File: src/rtl/hazard_fwd_ctrl.sv
// Hazard/forwarding controller for the 5-stage core: per-operand forward selects
// registered into EX, load-use stall and taken-branch flush sequencing, and event counters.
package hazard_fwd_ctrl_pkg;
  typedef enum logic [1:0] {
    from_Reg    = 2'b00,
    from_mem_wb = 2'b01,
    from_ex_mem = 2'b10
  } fwd_e;

  typedef enum logic [1:0] {RUN, STALL, FLUSH} hz_state_e;
endpackage

// One ALU operand: compares the ID source register against EX/MEM destinations
// and keeps the EX-visible forward select register.
module hazard_fwd_op
  import hazard_fwd_ctrl_pkg::*;
#(
  parameter int REG_ADDR_W = 5
) (
  input  logic                  clk,
  input  logic                  rst,
  input  logic                  hold,
  input  logic                  kill,
  input  logic [REG_ADDR_W-1:0] rs,
  input  logic                  uses,
  input  logic [REG_ADDR_W-1:0] ex_rd,
  input  logic                  ex_reg_write,
  input  logic                  ex_mem_read,
  input  logic [REG_ADDR_W-1:0] mem_rd,
  input  logic                  mem_reg_write,
  output fwd_e                  fwd,
  output logic                  luse_hit
);
  logic ex_hit, mem_hit;
  fwd_e fwd_d;

  assign ex_hit   = uses && ex_reg_write  && (ex_rd  != '0) && (ex_rd  == rs);
  assign mem_hit  = uses && mem_reg_write && (mem_rd != '0) && (mem_rd == rs);
  assign luse_hit = ex_hit && ex_mem_read;

  // A load in EX has no data yet, so it never forwards; MEM only wins when EX doesn't.
  always_comb begin
    fwd_d = from_Reg;
    if (ex_hit && !ex_mem_read) fwd_d = from_ex_mem;
    else if (mem_hit)           fwd_d = from_mem_wb;
  end

  always_ff @(posedge clk) begin
    if (rst)        fwd <= from_Reg;
    else if (!hold) fwd <= kill ? from_Reg : fwd_d;
  end
endmodule

module hazard_fwd_ctrl
  import hazard_fwd_ctrl_pkg::*;
#(
  parameter int REG_ADDR_W = 5,
  parameter int CNT_W      = 16
) (
  input  logic                  clk,
  input  logic                  rst,
  input  logic [REG_ADDR_W-1:0] id_rs1,
  input  logic [REG_ADDR_W-1:0] id_rs2,
  input  logic                  id_uses_rs1,
  input  logic                  id_uses_rs2,
  input  logic [REG_ADDR_W-1:0] ex_rd,
  input  logic                  ex_reg_write,
  input  logic                  ex_mem_read,
  input  logic [REG_ADDR_W-1:0] mem_rd,
  input  logic                  mem_reg_write,
  input  logic                  branch_taken,
  input  logic                  ext_hold,
  output fwd_e                  ForwardA,
  output fwd_e                  ForwardB,
  output logic                  pc_stall,
  output logic                  if_id_stall,
  output logic                  id_ex_bubble,
  output logic                  if_id_flush,
  output logic                  id_ex_flush,
  output logic [CNT_W-1:0]      stall_count,
  output logic [CNT_W-1:0]      flush_count
);
  localparam int NUM_OPS = 2;

  logic [NUM_OPS-1:0][REG_ADDR_W-1:0] id_rs;
  logic [NUM_OPS-1:0]                 id_uses;
  logic [NUM_OPS-1:0]                 luse_hit;
  fwd_e [NUM_OPS-1:0]                 fwd_q;
  logic                               luse, stall_go, kill;
  hz_state_e                          state_q, state_d;

  assign id_rs   = {id_rs2, id_rs1};
  assign id_uses = {id_uses_rs2, id_uses_rs1};

  generate
    for (genvar g = 0; g < NUM_OPS; g++) begin : g_op
      hazard_fwd_op #(.REG_ADDR_W(REG_ADDR_W)) u_op (
        .clk          (clk),
        .rst          (rst),
        .hold         (ext_hold),
        .kill         (kill),
        .rs           (id_rs[g]),
        .uses         (id_uses[g]),
        .ex_rd        (ex_rd),
        .ex_reg_write (ex_reg_write),
        .ex_mem_read  (ex_mem_read),
        .mem_rd       (mem_rd),
        .mem_reg_write(mem_reg_write),
        .fwd          (fwd_q[g]),
        .luse_hit     (luse_hit[g])
      );
    end
  endgenerate

  assign ForwardA = fwd_q[0];
  assign ForwardB = fwd_q[1];

  assign luse     = |luse_hit;
  assign stall_go = luse && !branch_taken;
  // Bubble or flushed slot enters EX, so it must not inherit a forward select.
  assign kill     = branch_taken || luse;

  assign pc_stall     = stall_go;
  assign if_id_stall  = stall_go;
  assign id_ex_bubble = stall_go;
  assign if_id_flush  = branch_taken;
  assign id_ex_flush  = branch_taken;

  // Every state re-evaluates from the current hazards; STALL->STALL covers back-to-back loads.
  always_comb begin
    state_d = state_q;
    if (!ext_hold) begin
      unique case (state_q)
        RUN, STALL, FLUSH: state_d = branch_taken ? FLUSH : (luse ? STALL : RUN);
        default:           state_d = RUN;
      endcase
    end
  end

  always_ff @(posedge clk) begin
    if (rst) begin
      state_q     <= RUN;
      stall_count <= '0;
      flush_count <= '0;
    end else begin
      state_q <= state_d;
      if (!ext_hold) begin
        if (stall_go && stall_count != '1)     stall_count <= stall_count + 1'b1;
        if (branch_taken && flush_count != '1) flush_count <= flush_count + 1'b1;
      end
    end
  end
endmodule

File: config.mk
export PLATFORM = sky130hd
export DESIGN_NAME = hazard_fwd_ctrl
export DESIGN_NICKNAME = d
export VERILOG_FILES = /design/src/rtl/hazard_fwd_ctrl.sv
export SDC_FILE = /design/constraint.sdc
export NUM_CORES = 1
export LEC_CHECK = 0
export BUFFER_PORTS_ARGS = -buffer_cell sky130_fd_sc_hd__buf_2
export CAP_MARGIN = 10
export CORE_UTILIZATION = 54
export DETAILED_ROUTE_END_ITERATION = 10
export PLACE_DENSITY = 0.81
export SYNTH_ARGS = -nofsm -noshare
export SYNTH_HDL_FRONTEND = slang
export SYNTH_SLANG_ARGS = --single-unit
File: constraint.sdc
create_clock -name clk -period 4.2 [get_ports clk]
set_input_delay 0.21 -clock clk [delete_from_list [all_inputs] [get_ports clk]]
set_output_delay 0.21 -clock clk [all_outputs]
set_load 0.005 [all_outputs]
Yosys cells after proc, flatten, opt, wreduce, memory -nomap -nowiden
Cells that the tools add are included.

word-level totals
  bits in registers = 36
  output and inout port bits = 41
  word-level logic and storage cells = 46

cells by class
  $add $sub $neg = 2
  eq/ne operators = 6
  mux-type cells = 6
  bitwise operators = 1
  reduce and logical (&&, ||, !) cells = 27

operators with widths
  kind                     count
  $add A16 B1 Y16 const B  2
  $ne A16 B16 Y1 const B   2
  $eq A5 B5 Y1             4
  $logic_and A1 B1 Y1      19
  $reduce_bool A5 Y1       2
  $mux W2                  4
  $reduce_and A2 Y1        2
  $logic_not A1 Y1         2
  $mux W1                  2
  $reduce_or A2 Y1         1
  $logic_or A1 B1 Y1       1
  $not A1 Y1               1

Depth between registers and ports, before layout
Gate-level depths: netlist of run 1.

  depth in word-level cells = 8
  depth in mapped cells = 9

Hierarchy
Synthesis of run 1 repeated with hierarchy kept, for this count alone.

second synthesis, totals
  cells, all modules = 246
  area, all modules = 2109.5 um2

by module, submodules not included
  module           instances  cells each  area an instance (um2)  sequential area each (um2)
  hazard_fwd_ctrl  1          188         1649.1                  640.6
  hazard_fwd_op    2          29          230.2                   40.0

Least setup slack after synthesis of run 1
Ideal clock, no wire load.

  path type = register -> register
  start point = register stall_count[0]
  end point = register stall_count[1]
  arrival = 1.897 ns
  data required time = 4.072 ns
  path slack = 2.176 ns
  stages on the path, launching flop included = 10
  path buffers = 2
  clock period less this slack = 2.024 ns
  cell sequence = dfxtp_1 ha_1 nand3_1 nor4_1 or2_2 a211o_1 buf_6 buf_2 mux2i_1 nor2_1

between the ends
  longest elaborated chain between the ends = 3
  elaborated cells on any way between the ends = 4
  those cells by class = 1 x add/sub; 1 x eq/ne; 2 x reduce/logical

RTL lines
  what                                                     RTL line  RTL
  start: declaration                                       80        output logic [CNT_W-1:0] stall_count,
  start signal: assignment                                 148       if (stall_go && stall_count != '1) stall_count <= stall_count + 1'b1;
  branches (longest 3 deep; another with $add A16 B1 Y16)  -

Parallel ways; which one is timed is not known.
A chain may end at the register's enable or synchronous reset.

Worst setup path after layout of run 1
  start point = register stall_count[0]
  end point = register stall_count[12]

The elaborated chain is that of the path after synthesis.

==> results_dict.tcl, run 1 <==
set metrics [dict create \
    cp_top_family "simple AND/OR/NAND/NOR gates" \
    path_clk_slew_ns 0.07 \
    finalMaxSlewViolations 0 \
    rr_worst_depth 7 \
    min_path_type "in -> reg" \
    area_growth_pct 21.5 \
    ios 70 \
    power_frac_comb_pct 9.5 \
    multi_input_area_sq_um 1220 \
    synth_top_area_share_pct 35.6 \
    arrival_ns 2.58 \
    cts_hold_buf 0 \
    holdWs_ns 0.209 \
    worstSkewPairLatency_ns 0.28 \
    portBuffers 69 \
    post_cts_resized 0 \
    start_util_pct 58.4 \
    regToRegStartpoint "stall_count[0]" \
    final_nets 338 \
    syn_area_sq_um 2020 \
    holdPathStages 3 \
    crit_path_top_delay_cell "or4_1" \
    drt_wl_total_mm 4.26 \
    antenna_found_initial 0 \
    worst-slew-pin-transition_ns 0.674 \
    crit_fanout 24 \
    min_period_over_period_pct 56.5 \
    r2r_end "stall_count[12]" \
    syn_avg_cell_area_sq_um 8.40 \
    yosys_warnings 0 \
    finalClockSkew_ns 0.00578 \
    dieArea_sq_um 4000 \
    dpl.hpwl_mm 3.26 \
    final-setup-viol-count 0 \
    ff_latch_area_sq_um 721 \
    route.vias.total 1961 \
    grt_max_degree 39 \
    drt-initial-drc-count 104 \
    syn_inst 241 \
    fp.dieH_microns 63.2 \
    seqPwrFrac_pct 52.5 \
    place_congestion 0.754 \
    synthArstFlopShare_pct 0 \
    antenna_cells 0 \
    synth.distinct_cells 46 \
    cts_max_level 2 \
    post-route-drc-count 0 \
    period_minus_slack_ns 2.37 \
    switching_power_uw 154 \
    p_per_area_nw_per_um2 267 \
    path_buf_inv 0 \
    ant_nets 0 \
    hp-start "id_uses_rs2" \
    worst_setup_path_start_kind "register" \
    rows 21 \
    leakagePower_uw 0.000969 \
    switching_share_pct 23.4 \
    min_to "g_op[1].u_op.fwd[0]" \
    cts.path.max_buffers 2 \
    final.setup.tns_ns 0 \
    synthFlopType "dfxtp_1" \
    yosysTopAreaCell "dfxtp_1" \
    cpPeakStageDelay_ns 0.55 \
    synth-edff-count 0 \
    max-vdd-ir-drop_uv 169 \
    cts_root_buf "clkbuf_8" \
    pwr-share-clk_pct 38.1 \
    cts_sinks 36 \
    syn-num-nets 272 \
    routedWlPerCell_microns 12.0 \
    grt_pass1_wl_mm 7.51 \
    dieWidth_microns 63.2 \
    grt_overflow 0 \
    cts_setup_buffers 0 \
    endpoint_kind "register" \
    synth_common_cells "dfxtp_1 (36), nor2_1 (29), xor2_1 (22)" \
    intPower_uw 502 \
    drive_above_1_share_pct 27.3 \
    slew_headroom_pct 55.1 \
    cts_tree "yes" \
    status "finished, final reports clean" \
    startpoint "stall_count[0]" \
    cts_inserted_buffers 5 \
    maxCapViolCount 0 \
    r2r_setup_slack_ns 1.83 \
    track_usage_pct 23.0 \
    synth.most_common_cell "dfxtp_1" \
    path_cells "ha_1 -> nand3_1 -> nor4_1 -> or2_2 -> a211o_1 -> or4_1 -> a21oi_1" \
    drt_pass1_iterations 4 \
    synth_seq_area_share_pct 35.6 \
    core_region_area_sq_um 3470 \
    crit_required_ns 4.40 \
    path_class "reg -> reg" \
    synth.area.top_cells "dfxtp_1 (36%), xor2_1 (9.5%), nor2_1 (5.4%)" \
    vias_per_cell 5.54 \
    grt_pass1_vias 1766 \
    finalHoldViolations 0 \
    clock.fmax_ghz 0.421 \
    fill_cells 308 \
    grt_setup_unrepaired "false" \
    synth_seq_cells 36 \
]
state kept, by name, summed over array words and instances (netlist names):
register       count
flush_count       16
stall_count       16
g_op.u_op.fwd      4
how the worst max path moves through the flow:
stage / endpoint / depth (start not counted)
6_report: stall_count[12] / 7
5_1_grt: stall_count[1] / 7
4_1_cts: stall_count[12] / 7
3_5_place_dp: stall_count[12] / 7
3_3_place_gp: stall_count[12] / 7
2_1_floorplan: stall_count[1] / 9
cells in the final DEF, fill, tap and decap left out, types with 9 or more instances in the layout:
master / instances
buf_2: 69
a21oi_1: 18
xor2_1: 22
nand3_1: 9
nor2_1: 29
xnor2_1: 12
nand2_1: 18
o21ai_1: 9
dfxtp_1: 36
routing by layer:
layer | track usage (%) | routed length, microns | up-vias
li1 | - | - | 1000
met1 | 29.4 | 1960 | 891
met2 | 39.0 | 2000 | 68
met3 | 5.62 | 278 | 2
met4 | 4.55 | 14 | 0
met5 | 0 | 0 | -
stage by stage:
stage	utilization [%]	power, uW	std cells	area, sq um	setup slack (ns)
after detailed placement	68.2	414	346	2370	1.85
after floorplan	-	386	241	2020	2.18
after global routing	70.9	687	354	2460	1.61
after CTS	70.9	663	354	2460	1.82
final	70.9	656	354	2460	1.83
after global placement	68.2	413	346	2370	1.91
logic make-up after synthesis:
logic type	after synthesis	share of synthesized area, %
AND/OR/NAND/NOR	107	29.7
adder cells (fa/ha/maj)	2	1.24
multiplexers	2	0.989
XOR/XNOR	34	14.7
AO/OA/AOI/OAI	44	13.7
buffers and inverters	16	4.14
flip-flops	36	35.6
power by group through the flow:
stage / combinational, uW / sequential (uW) / clock (uW)
after global routing: 68.5 / 344 / 274
after floorplan: 34.4 / 352 / 0
after global placement: 61.1 / 352 / 0
after detailed placement: 62.2 / 352 / 0
final: 62.0 / 344 / 250
after CTS: 62.4 / 344 / 257
worst min-delay path, stage by stage:
cell       delay, ns
buf_2           0.11
o2111ai_1       0.07
o21ai_1         0.06
final cells by class:
class                      instances  share of cell area (%)
multi-input combinational        189                    49.6
sequential                        36                    29.3
timing repair buffer              69                    14.0
clock buffer                       7                    3.51
tap                               46                    2.34
inverter                           6                   0.916
clock inverter                     1                   0.305
No activity file was read; power rests on OpenSTA's default activity.
==> inputs of run 2 (changes only) <==
--- a/config.mk
+++ b/config.mk
@@ -5,11 +5,12 @@
 export SDC_FILE = /design/constraint.sdc
 export NUM_CORES = 1
 export LEC_CHECK = 0
+export ABC_AREA = 1
 export BUFFER_PORTS_ARGS = -buffer_cell sky130_fd_sc_hd__buf_2
 export CAP_MARGIN = 10
-export CORE_UTILIZATION = 54
+export CORE_UTILIZATION = 48
 export DETAILED_ROUTE_END_ITERATION = 10
-export PLACE_DENSITY = 0.81
+export PLACE_DENSITY = 0.73
 export SYNTH_ARGS = -nofsm -noshare
 export SYNTH_HDL_FRONTEND = slang
 export SYNTH_SLANG_ARGS = --single-unit
==> constraint.sdc (replaced) <==
create_clock -name clk -period 2.1 [get_ports clk]
set_input_delay 0.105 -clock clk [delete_from_list [all_inputs] [get_ports clk]]
set_output_delay 0.105 -clock clk [all_outputs]
set_load 0.005 [all_outputs]
==> results_dict.tcl, run 2 <==
set metrics [dict create \
    grt_pass1_wl_mm 9.69 \
    synthArstFlopShare_pct 0 \
    dieArea_sq_um 5620 \
    maxCapViolCount 0 \
    min_period_over_period_pct 84.4 \
    crit_fanout 17 \
    cts_hold_buf 0 \
    worst-slew-pin-transition_ns 0.437 \
    synth_common_cells "nand2_1 (120), inv_1 (60), nor2_1 (59)" \
    grt_setup_unrepaired "false" \
    antenna_found_initial 0 \
    dpl.hpwl_mm 4.57 \
    syn-num-nets 445 \
    final_nets 508 \
    route.vias.total 2641 \
    synth.most_common_cell "nand2_1" \
    worst_setup_path_start_kind "register" \
    drive_above_1_share_pct 19.9 \
    final_common_cell "nand2_1" \
    yosysTopAreaCell "dfxtp_1" \
    crit_required_ns 2.28 \
    final-setup-viol-count 0 \
    cts.path.max_buffers 2 \
    cts_max_level 2 \
    min_path_type "in -> reg" \
    synth.distinct_cells 31 \
    vias_per_cell 4.82 \
    endpoint_kind "register" \
    dpl_cell_area_sq_um 2900 \
    grt_pass1_vias 2267 \
    cts_inserted_buffers 5 \
    max-vdd-ir-drop_uv 267 \
    synthFlopType "dfxtp_1" \
    cts_root_buf "clkbuf_8" \
    finalHoldViolations 0 \
    cts_tree "yes" \
    syn_area_sq_um 2560 \
    core_region_area_sq_um 5110 \
    finalMaxSlewViolations 0 \
    final.setup.tns_ns 0 \
    start_util_pct 50.1 \
    grt_overflow 0 \
    yosys_warnings 0 \
    synth_fa_ha_area_share_pct 0.978 \
    post_cts_resized 0 \
    synth-compound-area-share_pct 7.63 \
    fin_area_sq_um 3010 \
    synth_seq_cells 36 \
    leakagePower_uw 0.00150 \
    dieWidth_microns 75.0 \
    fill_cells 512 \
    cts_setup_buffers 0 \
    synth_mux_area_share_pct 0 \
    ant_nets 0 \
    status "finished, final reports clean" \
    post-route-drc-count 0 \
    synth_top_area_share_pct 28.2 \
    portBuffers 69 \
    path_clk_slew_ns 0.08 \
    synth.area.top_cells "dfxtp_1 (28%), nand2_1 (18%), inv_1 (8.8%)" \
    place_congestion 0.871 \
    synth_top_family_by_area "simple AND/OR/NAND/NOR gates" \
    track_usage_pct 22.3 \
    postLayoutCoreUtil_pct 59.0 \
    top_regs "flush_count: 16 flops, stall_count: 16 flops, g_op.u_op.fwd: 4 flops" \
    arrival_ns 1.95 \
    worstSkewPairLatency_ns 0.29 \
    clock.fmax_ghz 0.564 \
    ios 70 \
    drt_wl_total_mm 5.91 \
    fp.dieH_microns 75.0 \
    yosys.area_share.simple_pct 43.3 \
    syn_inst 414 \
    antenna_cells 0 \
    final_cell_mix "nand2_1 (120), buf_2 (69), inv_1 (60)" \
    routedWlPerCell_microns 10.8 \
    syn_avg_cell_area_sq_um 6.18 \
    grt_max_degree 24 \
    period_minus_slack_ns 1.77 \
    drt_pass1_iterations 4 \
    r2r_setup_slack_ns 0.33 \
    finalClockSkew_ns 0.0123 \
    drt-initial-drc-count 155 \
    synth_seq_area_share_pct 28.2 \
    yosys.area_share.xor_xnor_pct 6.51 \
    area_growth_pct 17.9 \
    path_class "reg -> reg" \
    cts_sinks 36 \
    rows 26 \
    slew_headroom_pct 70.8 \
    synth-edff-count 0 \
    p_per_area_nw_per_um2 484 \
]
[run 2: critical path: stages (launching register included)]
cell and delay, ns:
dfxtp_1 0.43, ha_1 0.22, nand3_1 0.13, nor4b_4 0.28, nand2_2 0.10, nand2_4 0.17
inv_4 0.11, o21ai_0 0.17, a21oi_1 0.06
[run 2: worst paths after layout]
path | end | cells past startpoint | from
min reg2reg | g_op[1].u_op.fwd[1] | 2 | g_op[1].u_op.fwd[1]
max reg2reg | flush_count[0] | 8 | flush_count[0]
max | flush_count[0] | 8 | flush_count[0]
min | g_op[0].u_op.fwd[1] | 4 | branch_taken
[run 2: metal layers]
| metal | track usage [%] | share of wire, % | wire [microns] |
|---|---|---|---|
| met5 | 0 | 0 | 0 |
| met4 | 6.71 | 0.80 | 47 |
| met3 | 4.28 | 4.9 | 290 |
| met2 | 38.1 | 45 | 2660 |
| met1 | 28.3 | 49 | 2910 |
[run 2: kinds of logic (layout without fill, tap and decap cells)]
kind of cell,Yosys count,count (layout)
DFF,36,36
xor gates and xnor gates,19,19
AOI/OAI and AO/OA,35,35
and+or+nand+nor,243,243
buffers and inverters,79,143
adders and majority gates,2,2
[run 2: where the power goes]
part           internal, uW  switching, uW
registers               685           4.25
logic                  59.0           94.0
clock network           351            265
[run 2: per-stage QoR]
step,hold slack (ns),setup slack (ns),cells,power [uW]
floorplan,0.253,0.516,414,803
global placement,0.448,0.404,540,855
detailed placement,0.453,0.339,540,858
CTS,0.161,0.319,548,1480
global route,0.183,0.217,548,1520
finish,0.165,0.328,548,1460
[run 2: cell type report]
class	count	area (sq um)	area share, %
Clock buffer	5	68.8	2.28
Clock inverter	3	42.5	1.41
Inverter	65	246	8.18
Multi-Input combinational cell	299	1500	49.6
Sequential cell	36	721	23.9
Tap cell	70	87.6	2.91
Timing Repair Buffer	70	353	11.7
==> inputs of run 3 (changes only) <==
--- a/config.mk
+++ b/config.mk
@@ -5,12 +5,12 @@
 export SDC_FILE = /design/constraint.sdc
 export NUM_CORES = 1
 export LEC_CHECK = 0
-export ABC_AREA = 1
+export ABC_AREA = 0
 export BUFFER_PORTS_ARGS = -buffer_cell sky130_fd_sc_hd__buf_2
 export CAP_MARGIN = 10
-export CORE_UTILIZATION = 48
+export CORE_UTILIZATION = 50
 export DETAILED_ROUTE_END_ITERATION = 10
-export PLACE_DENSITY = 0.73
+export PLACE_DENSITY = 0.76
 export SYNTH_ARGS = -nofsm -noshare
 export SYNTH_HDL_FRONTEND = slang
 export SYNTH_SLANG_ARGS = --single-unit
==> constraint.sdc (replaced) <==
create_clock -name clk -period 1.8 [get_ports clk]
set_input_delay 0.09 -clock clk [delete_from_list [all_inputs] [get_ports clk]]
set_output_delay 0.09 -clock clk [all_outputs]
set_load 0.005 [all_outputs]
==> results_dict.tcl, run 3 (synthesis gave the netlist of run 1 again) <==
set metrics [dict create \
    maxCapViolCount 0 \
    worst_setup_path_start_kind "register" \
    violations "setup timing" \
    drt_wl_total_mm 6.12 \
    cts_root_buf "clkbuf_8" \
    drt_pass1_iterations 4 \
    post-place-ws_ns -0.235 \
    path_cells "ha_4 -> nand3_4 -> nor4_4 -> or2_4 -> a211o_4 -> buf_6 -> or4_1 -> a21oi_1" \
    cts_inserted_buffers 5 \
    post-route-drc-count 0 \
    core_region_area_sq_um 3770 \
    grt_overflow 0 \
    dieWidth_microns 65.6 \
    area_growth_pct 53.6 \
    worstSkewPairLatency_ns 0.29 \
    vias_per_cell 5.48 \
    start_util_pct 53.7 \
    cts_hold_buf 0 \
    final_cell_mix "buf_2 (69), buf_4 (49), nor2_1 (28)" \
    clock.fmax_ghz 0.513 \
    antenna_cells 0 \
    min_period_over_period_pct 108 \
    crit_path_top_delay_cell "or4_1" \
    portBuffers 69 \
    track_usage_pct 28.1 \
    rows 22 \
    cts_sinks 36 \
    final-setup-viol-count 15 \
    p_per_area_nw_per_um2 509 \
    fill_cells 224 \
    place_congestion 0.845 \
    finalHoldViolations 0 \
    fp.dieH_microns 65.6 \
    hp-start "id_uses_rs2" \
    grt_max_degree 30 \
    fin_ws_ns -0.151 \
    drt-initial-drc-count 193 \
    final_common_cell "buf_2" \
    ant_nets 0 \
    leakagePower_uw 0.00128 \
    endpoint_kind "register" \
    cts.path.max_buffers 2 \
    slew_headroom_pct 62.5 \
    max-vdd-ir-drop_uv 443 \
    path_class "reg -> reg" \
    cpPeakStageDelay_ns 0.39 \
    grt_pass1_vias 2027 \
    min_path_type "in -> reg" \
    finalMaxSlewViolations 0 \
    cts_max_level 2 \
    worst-slew-pin-transition_ns 0.563 \
    startpoint "stall_count[1]" \
    cts_tree "yes" \
    grt_setup_unrepaired "true" \
    dpl.hpwl_mm 4.02 \
    regToRegStartpoint "stall_count[1]" \
    final_nets 393 \
    period_minus_slack_ns 1.95 \
    dieArea_sq_um 4310 \
    finalClockSkew_ns 0.00755 \
    crit_fanout 5 \
    holdWs_ns 0.122 \
    top_regs "flush_count: 16 flops, stall_count: 16 flops, g_op.u_op.fwd: 4 flops" \
    route.vias.total 2251 \
    arrival_ns 2.17 \
    antenna_found_initial 0 \
    crit_required_ns 2.02 \
    status "complete, but fails checks" \
    routedWlPerCell_microns 14.9 \
    grt_pass1_wl_mm 9.29 \
    ios 70 \
    path_clk_slew_ns 0.07 \
    drive_above_1_share_pct 48.8 \
]
## run 3: path summary, 6_finish.rpt
check | end | slack, ns | depth (start not counted)
worst max-delay path | stall_count[12] | -0.15 | 8
worst min-delay path | g_op[1].u_op.fwd[0] | 0.12 | 3
worst max register to register | stall_count[12] | -0.15 | 8
worst min register to register | g_op[1].u_op.fwd[0] | 0.47 | 2
## run 3: worst max-delay path: cells and delay by family (launching register included)
family	cells	cell delay [ns]
buffers and inverters	1	0.13
DFF	1	0.34
and+or+nand+nor	4	0.78
AOI/OAI and AO/OA	2	0.45
adders and majority gates	1	0.17
## run 3: metrics by stage
stage | power, uW | instances | setup TNS (ns) | instance area (sq um) | util [%]
after floorplan | 896 | 241 | -0.314 | 2100 | -
after global placement | 990 | 393 | -1.79 | 2780 | 73.6
after detailed placement | 994 | 393 | -2.70 | 2780 | 73.6
after CTS | 1580 | 409 | -1.08 | 3010 | 79.8
after global routing | 1650 | 411 | -2.36 | 3110 | 82.4
final | 1580 | 411 | -1.30 | 3110 | 82.4
## run 3: timing repair
action | in CTS | in global routing
gates resized for setup | 17 | 20
buffers inserted | 7 | 2
pin swaps | 6 | 2
endpoints found under the setup margin | 16 | 25
gates cloned | 1 | 0
## run 3: power by group
group | switching (uW) | leakage, uW | total [uW] | internal, uW
logic | 104 | 0.000937 | 194 | 90.7
clock network | 284 | 0.0000488 | 596 | 312
registers | 2.42 | 0.000297 | 793 | 790
## run 3: cell type report
type                            count  area (sq um)  area share, %
Tap cell                           48          60.1           1.93
Timing Repair Buffer              123           769           24.7
Inverter                            6          22.5          0.724
Multi-Input combinational cell    190          1420           45.5
Clock inverter                      1          6.26          0.201
Clock buffer                        7          86.3           2.78
Sequential cell                    36           749           24.1
## run 3: per-layer routing
layer	share of wire, %	vias to the layer above	GRT usage (%)	wire, microns
li1	-	1110	-	-
met1	43	1036	36.0	2600
met5	0	-	0	0
met4	1.7	0	9.24	103
met3	5.8	13	4.86	358
met2	50	92	47.1	3060
